[src/rtl/spirom_bus_ctrl.sv]
// Zorro III slave-side cycle controller for the SPI boot-ROM window.
// Decodes the ROM window, hands one longword cycle to the SPI engine and returns DTACK, with a watchdog.
module spirom_bus_ctrl #(
    parameter int unsigned TIMEOUT     = 1023,
    parameter int unsigned SYNC_STAGES = 2
) (
    input  logic        clk,
    input  logic        IORST,
    input  logic        FCS_n,
    input  logic [31:2] addr_bus,
    input  logic [8:0]  rom_base,
    input  logic        configured,
    input  logic        READ,
    input  logic        DOE,
    input  logic [3:0]  DS_n,
    input  logic [31:0] data_in,
    input  logic        spi_dtack,
    input  logic [7:0]  spi_dataout,
    output logic        romcycle,
    output logic [20:0] addr,
    output logic [7:0]  spi_datain,
    output logic [31:0] data_out,
    output logic        data_oe,
    output logic        rom_dtack,
    output logic        timeout_flag,
    output logic [2:0]  state_dbg
);

    typedef enum logic [2:0] {
        S_IDLE = 3'd0,
        S_MISS = 3'd1,
        S_WSTB = 3'd2,
        S_WAIT = 3'd3,
        S_HOLD = 3'd4
    } state_t;

    localparam logic [15:0] CNT_LAST = 16'(TIMEOUT - 1);

    state_t                        state_q;
    logic [SYNC_STAGES-1:0]        fcs_sync_q;
    logic [SYNC_STAGES-1:0]        doe_sync_q;
    logic [SYNC_STAGES-1:0][3:0]   ds_sync_q;
    logic                          fcs_prev_q;
    logic [15:0]                   cnt_q;
    logic [31:0]                   wdata_q;
    logic                          romcycle_q;
    logic [20:0]                   addr_q;
    logic [7:0]                    spi_datain_q;
    logic [31:0]                   data_out_q;
    logic                          data_oe_q;
    logic                          rom_dtack_q;
    logic                          timeout_q;

    logic       fcs_s;
    logic       doe_s;
    logic [3:0] ds_s;
    logic [7:0] wr_byte;

    assign fcs_s = fcs_sync_q[SYNC_STAGES-1];
    assign doe_s = doe_sync_q[SYNC_STAGES-1];
    assign ds_s  = ds_sync_q[SYNC_STAGES-1];

    always_ff @(posedge clk or posedge IORST) begin
        if (IORST) begin
            fcs_sync_q <= '0;
            doe_sync_q <= '0;
            ds_sync_q  <= '0;
        end else begin
            fcs_sync_q <= {fcs_sync_q[SYNC_STAGES-2:0], ~FCS_n};
            doe_sync_q <= {doe_sync_q[SYNC_STAGES-2:0], DOE};
            ds_sync_q  <= {ds_sync_q[SYNC_STAGES-2:0], ~DS_n};
        end
    end

    // Highest active byte lane wins; D31:24 is lane 3.
    always_comb begin
        wr_byte = wdata_q[7:0];
        if (ds_s[3])      wr_byte = wdata_q[31:24];
        else if (ds_s[2]) wr_byte = wdata_q[23:16];
        else if (ds_s[1]) wr_byte = wdata_q[15:8];
    end

    // Engine handshake: romcycle is a level request held from WAIT_SPI through HOLD; the
    // engine answers with spi_dtack, and the request only drops when the bus cycle ends.
    always_ff @(posedge clk or posedge IORST) begin
        if (IORST) begin
            state_q      <= S_IDLE;
            fcs_prev_q   <= 1'b0;
            cnt_q        <= '0;
            wdata_q      <= '0;
            romcycle_q   <= 1'b0;
            addr_q       <= '0;
            spi_datain_q <= '0;
            data_out_q   <= '0;
            data_oe_q    <= 1'b0;
            rom_dtack_q  <= 1'b0;
            timeout_q    <= 1'b0;
        end else begin
            fcs_prev_q <= fcs_s;
            case (state_q)
                S_IDLE: begin
                    romcycle_q  <= 1'b0;
                    rom_dtack_q <= 1'b0;
                    data_oe_q   <= 1'b0;
                    cnt_q       <= '0;
                    if (fcs_s && !fcs_prev_q) begin
                        wdata_q <= data_in;
                        if (configured && addr_bus[31:23] == rom_base) begin
                            addr_q  <= addr_bus[22:2];
                            state_q <= S_WSTB;
                        end else begin
                            state_q <= S_MISS;
                        end
                    end
                end
                S_MISS: begin
                    if (!fcs_s) state_q <= S_IDLE;
                end
                S_WSTB: begin
                    if (!fcs_s) begin
                        state_q <= S_IDLE;
                    end else if (READ) begin
                        romcycle_q <= 1'b1;
                        cnt_q      <= '0;
                        state_q    <= S_WAIT;
                    end else if ((|ds_s) && doe_s) begin
                        spi_datain_q <= wr_byte;
                        romcycle_q   <= 1'b1;
                        cnt_q        <= '0;
                        state_q      <= S_WAIT;
                    end
                end
                S_WAIT: begin
                    if (!fcs_s) begin
                        romcycle_q <= 1'b0;
                        cnt_q      <= '0;
                        state_q    <= S_IDLE;
                    end else begin
                        cnt_q <= cnt_q + 16'd1;
                        // A real ack on the expiry clock still counts as a normal completion.
                        if (spi_dtack) begin
                            if (READ) data_out_q <= {4{spi_dataout}};
                            rom_dtack_q <= 1'b1;
                            state_q     <= S_HOLD;
                        end else if (cnt_q == CNT_LAST) begin
                            if (READ) data_out_q <= 32'hFFFF_FFFF;
                            timeout_q   <= 1'b1;
                            rom_dtack_q <= 1'b1;
                            state_q     <= S_HOLD;
                        end
                    end
                end
                S_HOLD: begin
                    if (!fcs_s) begin
                        romcycle_q  <= 1'b0;
                        rom_dtack_q <= 1'b0;
                        data_oe_q   <= 1'b0;
                        cnt_q       <= '0;
                        state_q     <= S_IDLE;
                    end else begin
                        data_oe_q <= READ && doe_s;
                    end
                end
                default: state_q <= S_IDLE;
            endcase
        end
    end

    assign romcycle     = romcycle_q;
    assign addr         = addr_q;
    assign spi_datain   = spi_datain_q;
    assign data_out     = data_out_q;
    assign data_oe      = data_oe_q;
    assign rom_dtack    = rom_dtack_q;
    assign timeout_flag = timeout_q;
    assign state_dbg    = state_q;

endmodule

[config.mk]
export PLATFORM = sky130hd
export DESIGN_NAME = spirom_bus_ctrl
export DESIGN_NICKNAME = d
export VERILOG_FILES = /design/src/rtl/spirom_bus_ctrl.sv
export SDC_FILE = /design/constraint.sdc
export NUM_CORES = 1
export LEC_CHECK = 0
export ABC_CLOCK_PERIOD_IN_PS = 3900
export BUFFER_PORTS_ARGS = -buffer_cell sky130_fd_sc_hd__buf_4
export CORE_MARGIN = 4
export CORE_UTILIZATION = 51
export DETAILED_ROUTE_END_ITERATION = 10
export GPL_ROUTABILITY_DRIVEN = 1
export PLACE_DENSITY = 0.77
export SLEW_MARGIN = 15
export SYNTH_ARGS = -nofsm -noshare
export SYNTH_HDL_FRONTEND = slang
export SYNTH_SLANG_ARGS = --single-unit
[constraint.sdc]
create_clock -name clk -period 3.9 [get_ports clk]
set_input_delay 0.39 -clock clk [delete_from_list [all_inputs] [get_ports clk]]
set_output_delay 0.39 -clock clk [all_outputs]
set_load 0.05 [all_outputs]
==> flow_summary.yaml, run 1 <==
status:
  outcome: "finished clean"
synthesis:
  synth.avg_cell_area_sq_um: 12.2
  netlist_top_cells_count: "dfrtp_1 (105), mux2_2 (54), buf_4 (28), nor2_1 (26), nand2_1 (19)"
  synth-edff-count: 0
  synth_area_leaders: "dfrtp_1 (54%), mux2_2 (13%), buf_4 (4.3%), mux2i_1 (3.3%), nor2_1 (2.0%)"
  syn_area_sq_um: 4850
  yosys_warnings: 0
  synth_flop_cell: "dfrtp_1"
  yosysMostFrequentCell: "dfrtp_1"
  synth_cell_type_count: 53
  syn_inst: 397
  async_flop_share: 1.00
  synth_nets: 489
  synth_top_cell_area_share: 0.542
  seq_area_frac_synth: 0.542
  synth-seq-cells: 105
  synth_top_cell_by_area: "dfrtp_1"
place:
  place.gp.congestion: 0.907
  placed_area_sq_um: 5920
  post-place-cells: 644
  portBuffers: 157
  hpwlAfterDp_mm: 8.07
  place_ws_ns: 1.20
floorplan:
  die_w_um: 106
  start_util: 0.525
  coreArea_sq_um: 9240
  rows: 35
  design.die.area_sq_um: 11100
  die_h_um: 106
  ios: 158
grt:
  grt_usage: 0.197
  first_global_vias: 3488
  antenna_found_initial: 0
  grt-ovfl-total: 0
  grt_pass1_wl_mm: 17.4
  grt_max_degree: 46
setup_path:
  cp.arrival_ns: 2.99
  crit_required_ns: 4.17
  cp-start-kind: "register"
  end_kind: "register"
  timing.rr.start: "state_dbg[0]"
  path_max_fanout: 33
  rrSetupSlack_ns: 1.18
  r2r-end: "addr[0]"
  r2r_cells: 5
  critical_path_class: "register to register"
sta:
  rsz0062_at_grt: "no"
  min_period_ns: 2.72
  maxSlewHeadroom: 0.390
  fin_crit_sh: 0.697
  maxSlewViolCount: 0
  timing.fmax_mhz: 368
  finalClockSkew_ns: 0.0169
  hold_viol_final: 0
  setup_ws_ns: 1.18
  setup-violations-final: 0
  tns_ns: 0
  worst_pin_slew_ns: 0.914
detailed_routing:
  wirelength_mm: 10.5
  ant_nets: 0
  drc: 0
  drt_iter0_markers: 100
  via_per_inst: 5.15
  num_vias: 3394
  wire_per_inst_um: 16.0
  drt-pass1-iter-count: 4
cts:
  cts-root-buf: "clkbuf_8"
  post_cts_buffers: 0
  numCtsBuffers: 9
  cts_max_level: 3
  cts_resized: 0
  hold_buffers: 0
  path_clk_slew_ns: 0.11
  clk_latency_ns: 0.39
  clock_path_buffers: 2
  clock-sinks: 105
  cts_tree: "yes"
power_and_ir_drop:
  p_comb_frac: 0.135
  internal_power_uw: 1570
  clock_power_share: 0.300
  vdd_drop_max_mv: 0.257
  pwr_density_cell_nw_per_um2: 353
  switchingPower_uw: 585
  power_frac_seq: 0.564
  switching_share: 0.272
  p_leak_uw: 0.00301
finish:
  num_antenna_cells: 0
  utilization: 0.661
  nets: 618
  stdcell_count: 659
  area_delta_synth_final_pct: 26.0
  layout-drive-gt1-share: 0.474
  postLayoutCellArea_sq_um: 6110
worst_hold_path:
  min_path_type: "primary input to asynchronous set/reset pin"
job:
  drv_cap: 0
[critical path, stage by stage (launching register included)]
cell and delay, ns:
dfrtp_1 0.56, nor3_1 0.37, nand3b_1 0.12, buf_4 0.28, and3b_1 0.86, mux2_2 0.41
[cells in the final DEF (no fill, tap or decap), types with 9 or more instances in the layout]
| cell | count |
|---|---|
| buf_4 | 160 |
| dfrtp_1 | 105 |
| mux2_2 | 54 |
| nor2_1 | 26 |
| nand2_1 | 19 |
| o21ai_0 | 18 |
| mux2i_1 | 16 |
| a21oi_1 | 14 |
| inv_1 | 13 |
| clkbuf_8 | 9 |
[registers in the layout, summed over array words and instances, names as in the netlist]
name,flops
doe_sync_q,2
data_out,8
ds_s,4
timeout_flag,1
fcs_prev_q,1
wdata_q,32
romcycle,1
state_dbg,3
fcs_sync_q,2
spi_datain,8
ds_sync_q,4
rom_dtack,1
data_oe,1
cnt_q,16
addr,21
[logic make-up after synthesis]
group / synth area share
simple gates: 0.0895
fa+ha+maj: 0.00516
buf+inv: 0.0712
mux: 0.158
flops: 0.542
xor+xnor: 0.0289
compound gates: 0.105
[layout make-up]
cell class | instances | area, sq um
Sequential cell | 105 | 2630
Fill cell | 724 | 3130
Clock inverter | 6 | 62.6
Tap cell | 129 | 161
Inverter | 14 | 55.1
Multi-Input combinational cell | 236 | 1880
Timing Repair Buffer | 160 | 1200
Clock buffer | 9 | 124
[power groups by stage]
| stage | clock (uW) | combinational, uW | sequential [uW] |
|---|---|---|---|
| floorplan | 0 | 161 | 1240 |
| global placement | 0 | 287 | 1230 |
| detailed placement | 0 | 296 | 1240 |
| CTS | 666 | 296 | 1220 |
| global route | 703 | 321 | 1230 |
| finish | 646 | 292 | 1220 |
[per-stage QoR]
| stage | hold WS (ns) | total power [uW] |
|---|---|---|
| after floorplan | 0.331 | 1400 |
| after global placement | 0.332 | 1520 |
| after detailed placement | 0.336 | 1530 |
| after CTS | 0.0127 | 2180 |
| after global routing | 0.0262 | 2250 |
| final | 0.00171 | 2150 |
[worst max path at each step]
stage / depth (start not counted) / to / slack (ns) / from
global route: 5 / addr[0] / 0.95 / state_dbg[0]
floorplan: 1 / addr[0] / 0.75 / IORST
finish: 5 / addr[0] / 1.18 / state_dbg[0]
detailed placement: 5 / addr[4] / 1.20 / state_dbg[0]
global placement: 5 / addr[11] / 1.28 / state_dbg[0]
CTS: 5 / addr[8] / 1.17 / state_dbg[0]
[routing by layer]
metal,routed length [um],track usage,vias up
li1,-,-,1641
met1,4230,0.237,1654
met2,5580,0.345,86
met3,586,0.0521,13
met4,148,0.0611,0
met5,0,0,-
(Power assumes the default switching activity.)
==> run 2: changes to the inputs <==
--- a/config.mk
+++ b/config.mk
@@ -5,7 +5,7 @@
 export SDC_FILE = /design/constraint.sdc
 export NUM_CORES = 1
 export LEC_CHECK = 0
-export ABC_CLOCK_PERIOD_IN_PS = 3900
+export ABC_CLOCK_PERIOD_IN_PS = 2600
 export BUFFER_PORTS_ARGS = -buffer_cell sky130_fd_sc_hd__buf_4
 export CORE_MARGIN = 4
 export CORE_UTILIZATION = 51
==> constraint.sdc (replaced) <==
create_clock -name clk -period 2.6 [get_ports clk]
set_input_delay 0.26 -clock clk [delete_from_list [all_inputs] [get_ports clk]]
set_output_delay 0.26 -clock clk [all_outputs]
set_load 0.05 [all_outputs]
==> run 2 against run 1 <==
Against the previous run:
- clock power increased by 56%
- critical path depth is 1 lower
- register-to-register slack got worse by 0.66 ns
- first-iteration DRC count fell by 4.0%
- largest cell class unchanged
- non-clock buffer count grew 12
- via count rose by 2.3%
- sequential share of layout area down 0.93 points
- critical endpoint is now cnt_q[0]
- sequential power increased by 48%
- power rose by 52%
==> flow_summary.yaml, run 2 (synthesized netlist as in run 1, its figures left out) <==
worst_hold_path:
  min_path_type: "primary input to asynchronous set/reset pin"
sta:
  rsz0062_at_grt: "no"
  worst_pin_slew_ns: 0.860
  tns_ns: 0
  timing.fmax_mhz: 480
  hold_viol_final: 0
  maxSlewViolCount: 0
  maxSlewHeadroom: 0.425
  whs_ns: 0.0537
  setup-violations-final: 0
  finalClockSkew_ns: 0.0184
  fin_crit_sh: 0.801
  setup_ws_ns: 0.518
  min_period_ns: 2.08
floorplan:
  design.die.area_sq_um: 11100
  rows: 35
  ios: 158
  coreArea_sq_um: 9240
  die_w_um: 106
  start_util: 0.525
  die_h_um: 106
detailed_routing:
  drt_iter0_markers: 96
  num_vias: 3473
  ant_nets: 0
  drc: 0
  wire_per_inst_um: 15.3
  wirelength_mm: 10.3
  via_per_inst: 5.17
  drt-pass1-iter-count: 4
grt:
  top_usage_layer: "met2"
  grt-ovfl-total: 0
  met3_usage: 0.0618
  grt_usage: 0.190
  grt_max_degree: 47
  use_met1: 0.236
  grt.met2_usage: 0.320
  antenna_found_initial: 0
  first_global_vias: 3541
  grt_pass1_wl_mm: 17.1
setup_path:
  slowest_delay_ns: 0.59
  crit_path_top_delay_cell: "o41ai_4"
  end_kind: "register"
  crit_chain: "o41ai_4, a311oi_4, or2_0, o21ai_0"
  cp_top_family: "compound AO/OA/AOI/OAI gates"
  critPathBufInv: 0
  crit_required_ns: 2.87
  cp-start-kind: "register"
  cp.arrival_ns: 2.35
  path_max_fanout: 17
  critical_path_class: "register to register"
power_and_ir_drop:
  pwr_density_cell_nw_per_um2: 526
  p_leak_uw: 0.00307
  vdd_drop_max_mv: 0.414
place:
  hpwlAfterDp_mm: 7.72
  post-place-cells: 650
  place_ws_ns: 0.538
  place.gp.congestion: 0.900
  portBuffers: 157
cts:
  cts_tree: "yes"
  cts_max_level: 3
  path_clk_slew_ns: 0.11
  cts-root-buf: "clkbuf_8"
  numCtsBuffers: 9
  clock_path_buffers: 2
  clock-sinks: 105
  clk_latency_ns: 0.38
finish:
  largest_reg_flops: 32
  nets: 630
  layout_commonest_cell: "buf_4"
  stdcell_count: 672
  layout-drive-gt1-share: 0.475
  area_delta_synth_final_pct: 28.7
  top_register: "wdata_q"
  n_fill_cell: 703
  layout_common_cells: "buf_4 (165), dfrtp_1 (105), mux2_2 (54), nor2_1 (26), nand2_1 (19)"
  num_antenna_cells: 0
status:
  outcome: "finished clean"
job:
  drv_cap: 0
run 2: cell count changes in the layout (fill, tap and decap cells not counted), moves of 2 or more:
cell	previous run	this run
dlygate4sd3_1	0	6
inv_6	1	3
buf_4	160	165
clkinv_4	3	0
run 2: area by class of cell:
cell class              count  area [sq um]  area share
repair buffers            172          1320       0.211
multi-input cells         236          1880       0.301
flip-flops and latches    105          2630       0.421
clock inverters             6          65.1      0.0104
well taps                 129           161      0.0259
clock buffers              10           138      0.0220
inverters                  14          56.3     0.00902
run 2: metrics by stage:
stage | power [uW] | instance area [sq um] | util
global route | 3450 | 6240 | 0.676
floorplan | 2100 | 4850 | -
finish | 3280 | 6240 | 0.676
CTS | 3320 | 6230 | 0.675
detailed placement | 2300 | 5980 | 0.647
global placement | 2280 | 5980 | 0.647
run 2: where the power goes:
| part | internal [uW] | switching (uW) | total, uW |
|---|---|---|---|
| Clock | 407 | 608 | 1010 |
| Sequential | 1750 | 64.3 | 1810 |
| Combinational | 250 | 207 | 457 |
run 2: final timing paths:
kind	startpoint	end	slack, ns	cells after the start
worst max register to register	ds_s[2]	cnt_q[0]	0.52	4
worst max-delay path	ds_s[2]	cnt_q[0]	0.52	4
worst min-delay path	IORST	data_out[25]	0.05	2
worst min register to register	fcs_sync_q[0]	fcs_sync_q[1]	0.36	0
min in group clk	data_in[7]	wdata_q[7]	0.10	2
max in group asynchronous	IORST	addr[14]	1.80	3
run 2: metal layers:
layer  vias up  wire length [um]
met3        12               801
met1      1658              4210
met2       139              5100
met4         0               147
li1       1664                 -
met5         -                 0
run 2: worst register-to-register path, cell delays in order, from the launching register on:
cell and delay (ns):
dfrtp_1 0.56, o41ai_4 0.59, a311oi_4 0.21, or2_0 0.36, o21ai_0 0.25
run 2: repair_timing:
action                    in CTS  in global routing
gates resized for setup        0                  0
setup buffers                  0                  0
hold endpoints to repair       5                  1
hold buffers                   5                  1
